File: config.mk
export PLATFORM = sky130hd
export DESIGN_NAME = uart_program_loader
export DESIGN_NICKNAME = d
export VERILOG_FILES = /design/src/rtl/uart_program_loader.sv
export SDC_FILE = /design/constraint.sdc
export NUM_CORES = 1
export LEC_CHECK = 0
export CORE_MARGIN = 8
export CORE_UTILIZATION = 51
export CTS_CLUSTER_DIAMETER = 30
export DETAILED_ROUTE_END_ITERATION = 10
export PLACE_DENSITY = 0.83
export SYNTH_ARGS = -nofsm -noshare
export SYNTH_HDL_FRONTEND = slang
export SYNTH_SLANG_ARGS = --single-unit
File: constraint.sdc
create_clock -name clk -period 1.7 [get_ports clk]
set_input_delay 0.51 -clock clk [delete_from_list [all_inputs] [get_ports clk]]
set_output_delay 0.51 -clock clk [all_outputs]
set_load 0.005 [all_outputs]
File: src/rtl/uart_program_loader.sv
// Purpose: 8N1 UART boot loader. It takes a count word and data words and writes them to program memory. It holds the core in reset until the image is complete.
// Latency: a byte is seen about 9.5 bit periods plus 2 cycles after its start edge. The write strobe follows the 4th byte of a word by one cycle.
// Backpressure: none. The serial line cannot be stalled, and bytes arriving after completion or an error are dropped.
// Option: define LOADER_CHECKSUM_EN to require a trailing XOR checksum byte after the data words.
module uart_program_loader #(
    parameter int CLK_FREQ  = 100_000_000,
    parameter int BAUD      = 115_200,
    parameter int MEM_WORDS = 1024
) (
    input  logic        clk,
    input  logic        reset_n,
    input  logic        io_rx,
    output logic        pmem_write_enable,
    output logic [31:0] pmem_address,
    output logic [31:0] pmem_write_data,
    output logic        cpu_reset_n,
    output logic        load_done,
    output logic        load_error
);
    localparam int CLKS_PER_BIT = CLK_FREQ / BAUD;
    localparam int CW  = $clog2(CLKS_PER_BIT + 1);
    localparam int WCW = $clog2(MEM_WORDS + 1);
    localparam logic [CW-1:0] HALF_LAST = CW'(CLKS_PER_BIT / 2 - 1);
    localparam logic [CW-1:0] BIT_LAST  = CW'(CLKS_PER_BIT - 1);

    typedef enum logic [1:0] {RX_IDLE, RX_START, RX_DATA, RX_STOP} rx_state_t;

    typedef enum logic [2:0] {
        L_COUNT,
        L_DATA,
`ifdef LOADER_CHECKSUM_EN
        L_CHECK,
`endif
        L_DONE,
        L_ERROR
    } load_state_t;

`ifdef LOADER_CHECKSUM_EN
    localparam load_state_t FINAL_STATE = L_CHECK;
`else
    localparam load_state_t FINAL_STATE = L_DONE;
`endif

    // serial receiver
    logic          rx_meta, rx_s, rx_prev;
    rx_state_t     rx_state, rx_next;
    logic [CW-1:0] clk_cnt;
    logic [2:0]    bit_idx;
    logic [7:0]    shift;
    logic          byte_valid, frame_err;
    logic          half_tick, bit_tick;

    // loader
    load_state_t    l_state, l_next;
    logic [23:0]    count_reg;
    logic [31:0]    count_full;
    logic [WCW-1:0] count_words, words_done;
    logic [1:0]     byte_idx;
    logic           last_word;
`ifdef LOADER_CHECKSUM_EN
    logic [7:0]     csum;
`endif

    assign half_tick  = (rx_state == RX_START) && (clk_cnt == HALF_LAST);
    assign bit_tick   = ((rx_state == RX_DATA) || (rx_state == RX_STOP)) && (clk_cnt == BIT_LAST);
    assign count_full = {shift, count_reg};
    assign last_word  = (words_done + 1'b1) == count_words;

    // Two-flop synchroniser plus a delayed copy used for start-edge detection.
    always_ff @(posedge clk) begin
        if (!reset_n) begin
            rx_meta <= 1'b1;
            rx_s    <= 1'b1;
            rx_prev <= 1'b1;
        end else begin
            rx_meta <= io_rx;
            rx_s    <= rx_meta;
            rx_prev <= rx_s;
        end
    end

    // Receiver state register.
    always_ff @(posedge clk) begin
        if (!reset_n) rx_state <= RX_IDLE;
        else          rx_state <= rx_next;
    end

    // Receiver next state. A start bit that is high at mid-bit is treated as a glitch.
    always_comb begin
        rx_next = rx_state;
        case (rx_state)
            RX_IDLE:  if (rx_prev && !rx_s) rx_next = RX_START;
            RX_START: if (half_tick) rx_next = rx_s ? RX_IDLE : RX_DATA;
            RX_DATA:  if (bit_tick && (bit_idx == 3'd7)) rx_next = RX_STOP;
            RX_STOP:  if (bit_tick) rx_next = RX_IDLE;
            default:  rx_next = RX_IDLE;
        endcase
    end

    // Bit timing, LSB-first shift register, and one-cycle byte/framing-error pulses.
    always_ff @(posedge clk) begin
        if (!reset_n) begin
            clk_cnt    <= '0;
            bit_idx    <= '0;
            shift      <= '0;
            byte_valid <= 1'b0;
            frame_err  <= 1'b0;
        end else begin
            byte_valid <= 1'b0;
            frame_err  <= 1'b0;
            if ((rx_state != rx_next) || (rx_state == RX_IDLE) || bit_tick)
                clk_cnt <= '0;
            else
                clk_cnt <= clk_cnt + 1'b1;
            if ((rx_state == RX_DATA) && bit_tick) begin
                shift   <= {rx_s, shift[7:1]};
                bit_idx <= bit_idx + 1'b1;
            end
            if ((rx_state == RX_STOP) && bit_tick) begin
                byte_valid <= rx_s;
                frame_err  <= !rx_s;
            end
        end
    end

    // Loader state register.
    always_ff @(posedge clk) begin
        if (!reset_n) l_state <= L_COUNT;
        else          l_state <= l_next;
    end

    // Loader next state and status outputs. Framing errors are fatal until the image is done.
    always_comb begin
        l_next      = l_state;
        load_done   = 1'b0;
        load_error  = 1'b0;
        cpu_reset_n = 1'b0;
        case (l_state)
            L_COUNT: begin
                if (byte_valid && (byte_idx == 2'd3)) begin
                    if (count_full == 32'd0)                 l_next = FINAL_STATE;
                    else if (count_full > 32'(MEM_WORDS))    l_next = L_ERROR;
                    else                                     l_next = L_DATA;
                end
            end
            L_DATA: begin
                if (pmem_write_enable && last_word) l_next = FINAL_STATE;
            end
`ifdef LOADER_CHECKSUM_EN
            L_CHECK: begin
                if (byte_valid) l_next = (shift == csum) ? L_DONE : L_ERROR;
            end
`endif
            L_DONE: begin
                load_done   = 1'b1;
                cpu_reset_n = 1'b1;
            end
            L_ERROR: begin
                load_error = 1'b1;
            end
            default: l_next = L_ERROR;
        endcase
        if (frame_err && (l_state != L_DONE)) l_next = L_ERROR;
    end

    // Loader datapath: count assembly, word assembly, write strobe, and address/word counters.
    always_ff @(posedge clk) begin
        if (!reset_n) begin
            count_reg         <= '0;
            count_words       <= '0;
            words_done        <= '0;
            byte_idx          <= '0;
            pmem_write_enable <= 1'b0;
            pmem_address      <= '0;
            pmem_write_data   <= '0;
`ifdef LOADER_CHECKSUM_EN
            csum              <= '0;
`endif
        end else begin
            pmem_write_enable <= 1'b0;
            if (pmem_write_enable) begin
                pmem_address <= pmem_address + 32'd4;
                words_done   <= words_done + 1'b1;
            end
            if (byte_valid && ((l_state == L_COUNT) || (l_state == L_DATA))) begin
                byte_idx <= byte_idx + 1'b1;
`ifdef LOADER_CHECKSUM_EN
                csum     <= csum ^ shift;
`endif
                if (l_state == L_COUNT) begin
                    // Little-endian: after three bytes, count_reg holds {b2, b1, b0}.
                    count_reg <= {shift, count_reg[23:8]};
                    if (byte_idx == 2'd3) count_words <= count_full[WCW-1:0];
                end else begin
                    pmem_write_data[{byte_idx, 3'b000} +: 8] <= shift;
                    if (byte_idx == 2'd3) pmem_write_enable <= 1'b1;
                end
            end
        end
    end
endmodule

==> impl_metrics.env <==
export IMPL_status="finished, violations left"
export IMPL_violations="setup timing"
export IMPL_clock_path_buffers=2
export IMPL_rsz0062_at_grt="yes"
export IMPL_cts_htree_levels=4
export IMPL_hpwl_um=10500
export IMPL_initial_core_util_pct=52.4
export IMPL_slew_viol_final=0
export IMPL_path_cells="and4_4 > nand3_2 > nor2_4 > nand3_1 > or3_1 > a21boi_1"
export IMPL_die_w_um=127
export IMPL_ys_warn_count=0
export IMPL_cp_end_kind="flip-flop"
export IMPL_wire_per_inst_um=16.2
export IMPL_core_um2=12100
export IMPL_cts_tree="done"
export IMPL_synth_area_um2=6320
export IMPL_nNetsFinal=836
export IMPL_drt_iter0_drc=446
export IMPL_fp_dieArea_um2=16200
export IMPL_whs_path_depth=1
export IMPL_drt_total_wl_um=16200
export IMPL_async_reset_ff_share_pct=0
export IMPL_synthFlopType="dfxtp_1"
export IMPL_fin_crit_sh_pct=104
export IMPL_globalplace_congestion=0.870
export IMPL_finalNonFillerCells=1001
export IMPL_syn_area_per_cell_um2=8.86
export IMPL_n_antenna_cell=0
export IMPL_synthTopCellsByCount="141 x dfxtp_1, 135 x nand2_1, 63 x a21boi_0"
export IMPL_rr_worst_depth=6
export IMPL_drtPass1Iterations=5
export IMPL_place_inst=962
export IMPL_hold_viol_final=0
export IMPL_yosysUniqueCellTypes=44
export IMPL_grt_pass1_vias=5500
export IMPL_clkSlewWorstSetupHoldPaths_ns=0.06
export IMPL_fp_dieH_um=127
export IMPL_row_count=40
export IMPL_period_minus_slack_ns=1.76
export IMPL_ant_nets=0
export IMPL_fmaxAchievable_mhz=567
export IMPL_min_from="rx_meta"
export IMPL_reg2reg_to="pmem_address[21]"
export IMPL_antenna_found_initial=0
export IMPL_power_per_cell_area_nw_per_um2=855
export IMPL_ios=71
export IMPL_ys_seq_elements=141
export IMPL_cellLeakagePower_uw=0.00332
export IMPL_met2_length_um=8350
export IMPL_crit_required_ns=2.04
export IMPL_path_class="flip-flop to flip-flop"
export IMPL_drc=0
export IMPL_finish_utilization_pct=68.2
export IMPL_cts_hold_buf=0
export IMPL_synth_cells=713
export IMPL_start_kind="flip-flop"
export IMPL_worst_path_max_fanout=4
export IMPL_grt_max_degree=51
export IMPL_io_buffers=68
export IMPL_synth_top_cell_by_area="dfxtp_1"
export IMPL_cts_sinks=141
export IMPL_vias=5382
export IMPL_synth_area_leaders="dfxtp_1 45%, nand2_1 8.0%, a21boi_0 7.5%, xnor2_1 6.1%, nand3_1 4.1%"
export IMPL_finalWorstSetupSlack_ns=-0.0629
export IMPL_globalRouteTotalUtil_pct=19.6
export IMPL_cts_buffers=17
export IMPL_synth_edf_count=0
export IMPL_cp_slowest_cell="or3_1"
export IMPL_met3_wirelength_um=842
export IMPL_clkLatencyLatePin_ns=0.43
export IMPL_max_stage_delay_ns=0.38
export IMPL_met1_length_um=6580
export IMPL_cap_violations=0
export IMPL_clockRootBuffer="clkbuf_16"
export IMPL_crit_reg2reg_launch="pmem_write_enable"
export IMPL_top_layer_used="met4"
export IMPL_cp_arrival_ns=2.11
export IMPL_largest_reg_flops=32
export IMPL_drive_above_1_share_pct=20.2
export IMPL_reg2reg_slack_ns=-0.06
export IMPL_hold_path_endpoint="rx_s"
export IMPL_viasPerCell=5.38
export IMPL_grt_pass1_wl_um=25900
export IMPL_fin_skew_ns=0.00824
export IMPL_yosysSeqAreaShare_pct=44.7
export IMPL_overflow=0
export IMPL_synth_top_area_share_pct=44.7
export IMPL_area_growth_syn_to_layout_pct=30.3
export IMPL_ir_drop_uv=656
export IMPL_hold_path_class="flip-flop to flip-flop"
export IMPL_yosysMostFrequentCell="dfxtp_1"
export IMPL_setup_viol=4
==> metal layers <==
layer | vias up | global-route usage, %
met5 | - | 0
met4 | 0 | 9.66
met3 | 37 | 5.41
met2 | 143 | 34.6
met1 | 2591 | 21.1
li1 | 2611 | -
==> cell families after synthesis <==
logic type / Yosys count / share of synthesized area (%)
flops: 141 / 44.7
other cells: 1 / 0.0594
fa+ha+maj: 12 / 2.38
xor+xnor: 65 / 9.01
buf+inv: 50 / 3.58
simple gates: 345 / 28.4
mux: 12 / 1.90
compound gates: 87 / 10.0
==> worst max path at each step <==
stage	start	to	slack, ns	depth (start not counted)
global placement	words_done[1]	l_state[0]	0.02	7
floorplan	byte_idx[0]	pmem_write_data[0]	-0.07	5
global route	pmem_write_enable	pmem_address[27]	-0.13	6
finish	pmem_write_enable	pmem_address[21]	-0.06	6
detailed placement	words_done[1]	l_state[1]	-0.1	7
CTS	pmem_write_enable	pmem_address[27]	-0.1	6
==> through the flow <==
step	setup TNS, ns	hold slack, ns	cell area [um^2]	setup WS [ns]	total power (uW)
finish	-0.143	0.420	8230	-0.0629	7040
global route	-2.33	0.449	8230	-0.128	7210
CTS	-0.316	0.421	8070	-0.0960	7060
detailed placement	-0.320	0.406	7460	-0.0997	3480
global placement	0	0.392	7460	0.0152	3480
floorplan	-1.79	0.386	6320	-0.0739	3450
==> what timing repair did <==
item / 4_1_cts / 5_1_grt
endpoints found under the setup margin: 73 / 66
setup buffers: 4 / 5
pin swaps: 12 / 20
resized for setup: 108 / 33
==> report_power, final <==
part | switching, uW | leakage (uW) | internal, uW | total [uW]
sequential | 5.12 | 0.00115 | 3300 | 3310
clock | 1440 | 0.000267 | 2190 | 3630
combinational | 49.1 | 0.00190 | 44.6 | 93.7
==> layout by cell type (no fill, tap or decap), types with 10 or more instances in the layout <==
| cell type | n |
|---|---|
| xor2_1 | 21 |
| and3_1 | 10 |
| nand2_1 | 132 |
| clkbuf_16 | 17 |
| ha_1 | 10 |
| nor2b_1 | 20 |
| buf_4 | 56 |
| dfxtp_2 | 29 |
| mux2i_1 | 11 |
| dfxtp_1 | 109 |
| nor2_1 | 25 |
| a21boi_0 | 63 |
| nand3_1 | 49 |
| nand4_1 | 18 |
| xnor2_1 | 42 |
| dlygate4sd2_1 | 62 |
| and2_1 | 36 |
==> worst max-delay path, delay by kind of cell (launching register included) <==
| family | cells | cell delay, ns |
|---|---|---|
| compound gates | 1 | 0.20 |
| flops | 1 | 0.35 |
| simple gates | 5 | 1.12 |
==> area by class of cell <==
cell class	count	area [um^2]
well taps	168	210
clock buffers	18	439
inverters	6	22.5
multi-input cells	523	3420
repair buffers	132	1130
flip-flops and latches	141	2870
fillers	908	3830
clock inverters	13	141
No activity file was read; power rests on OpenSTA's default activity.
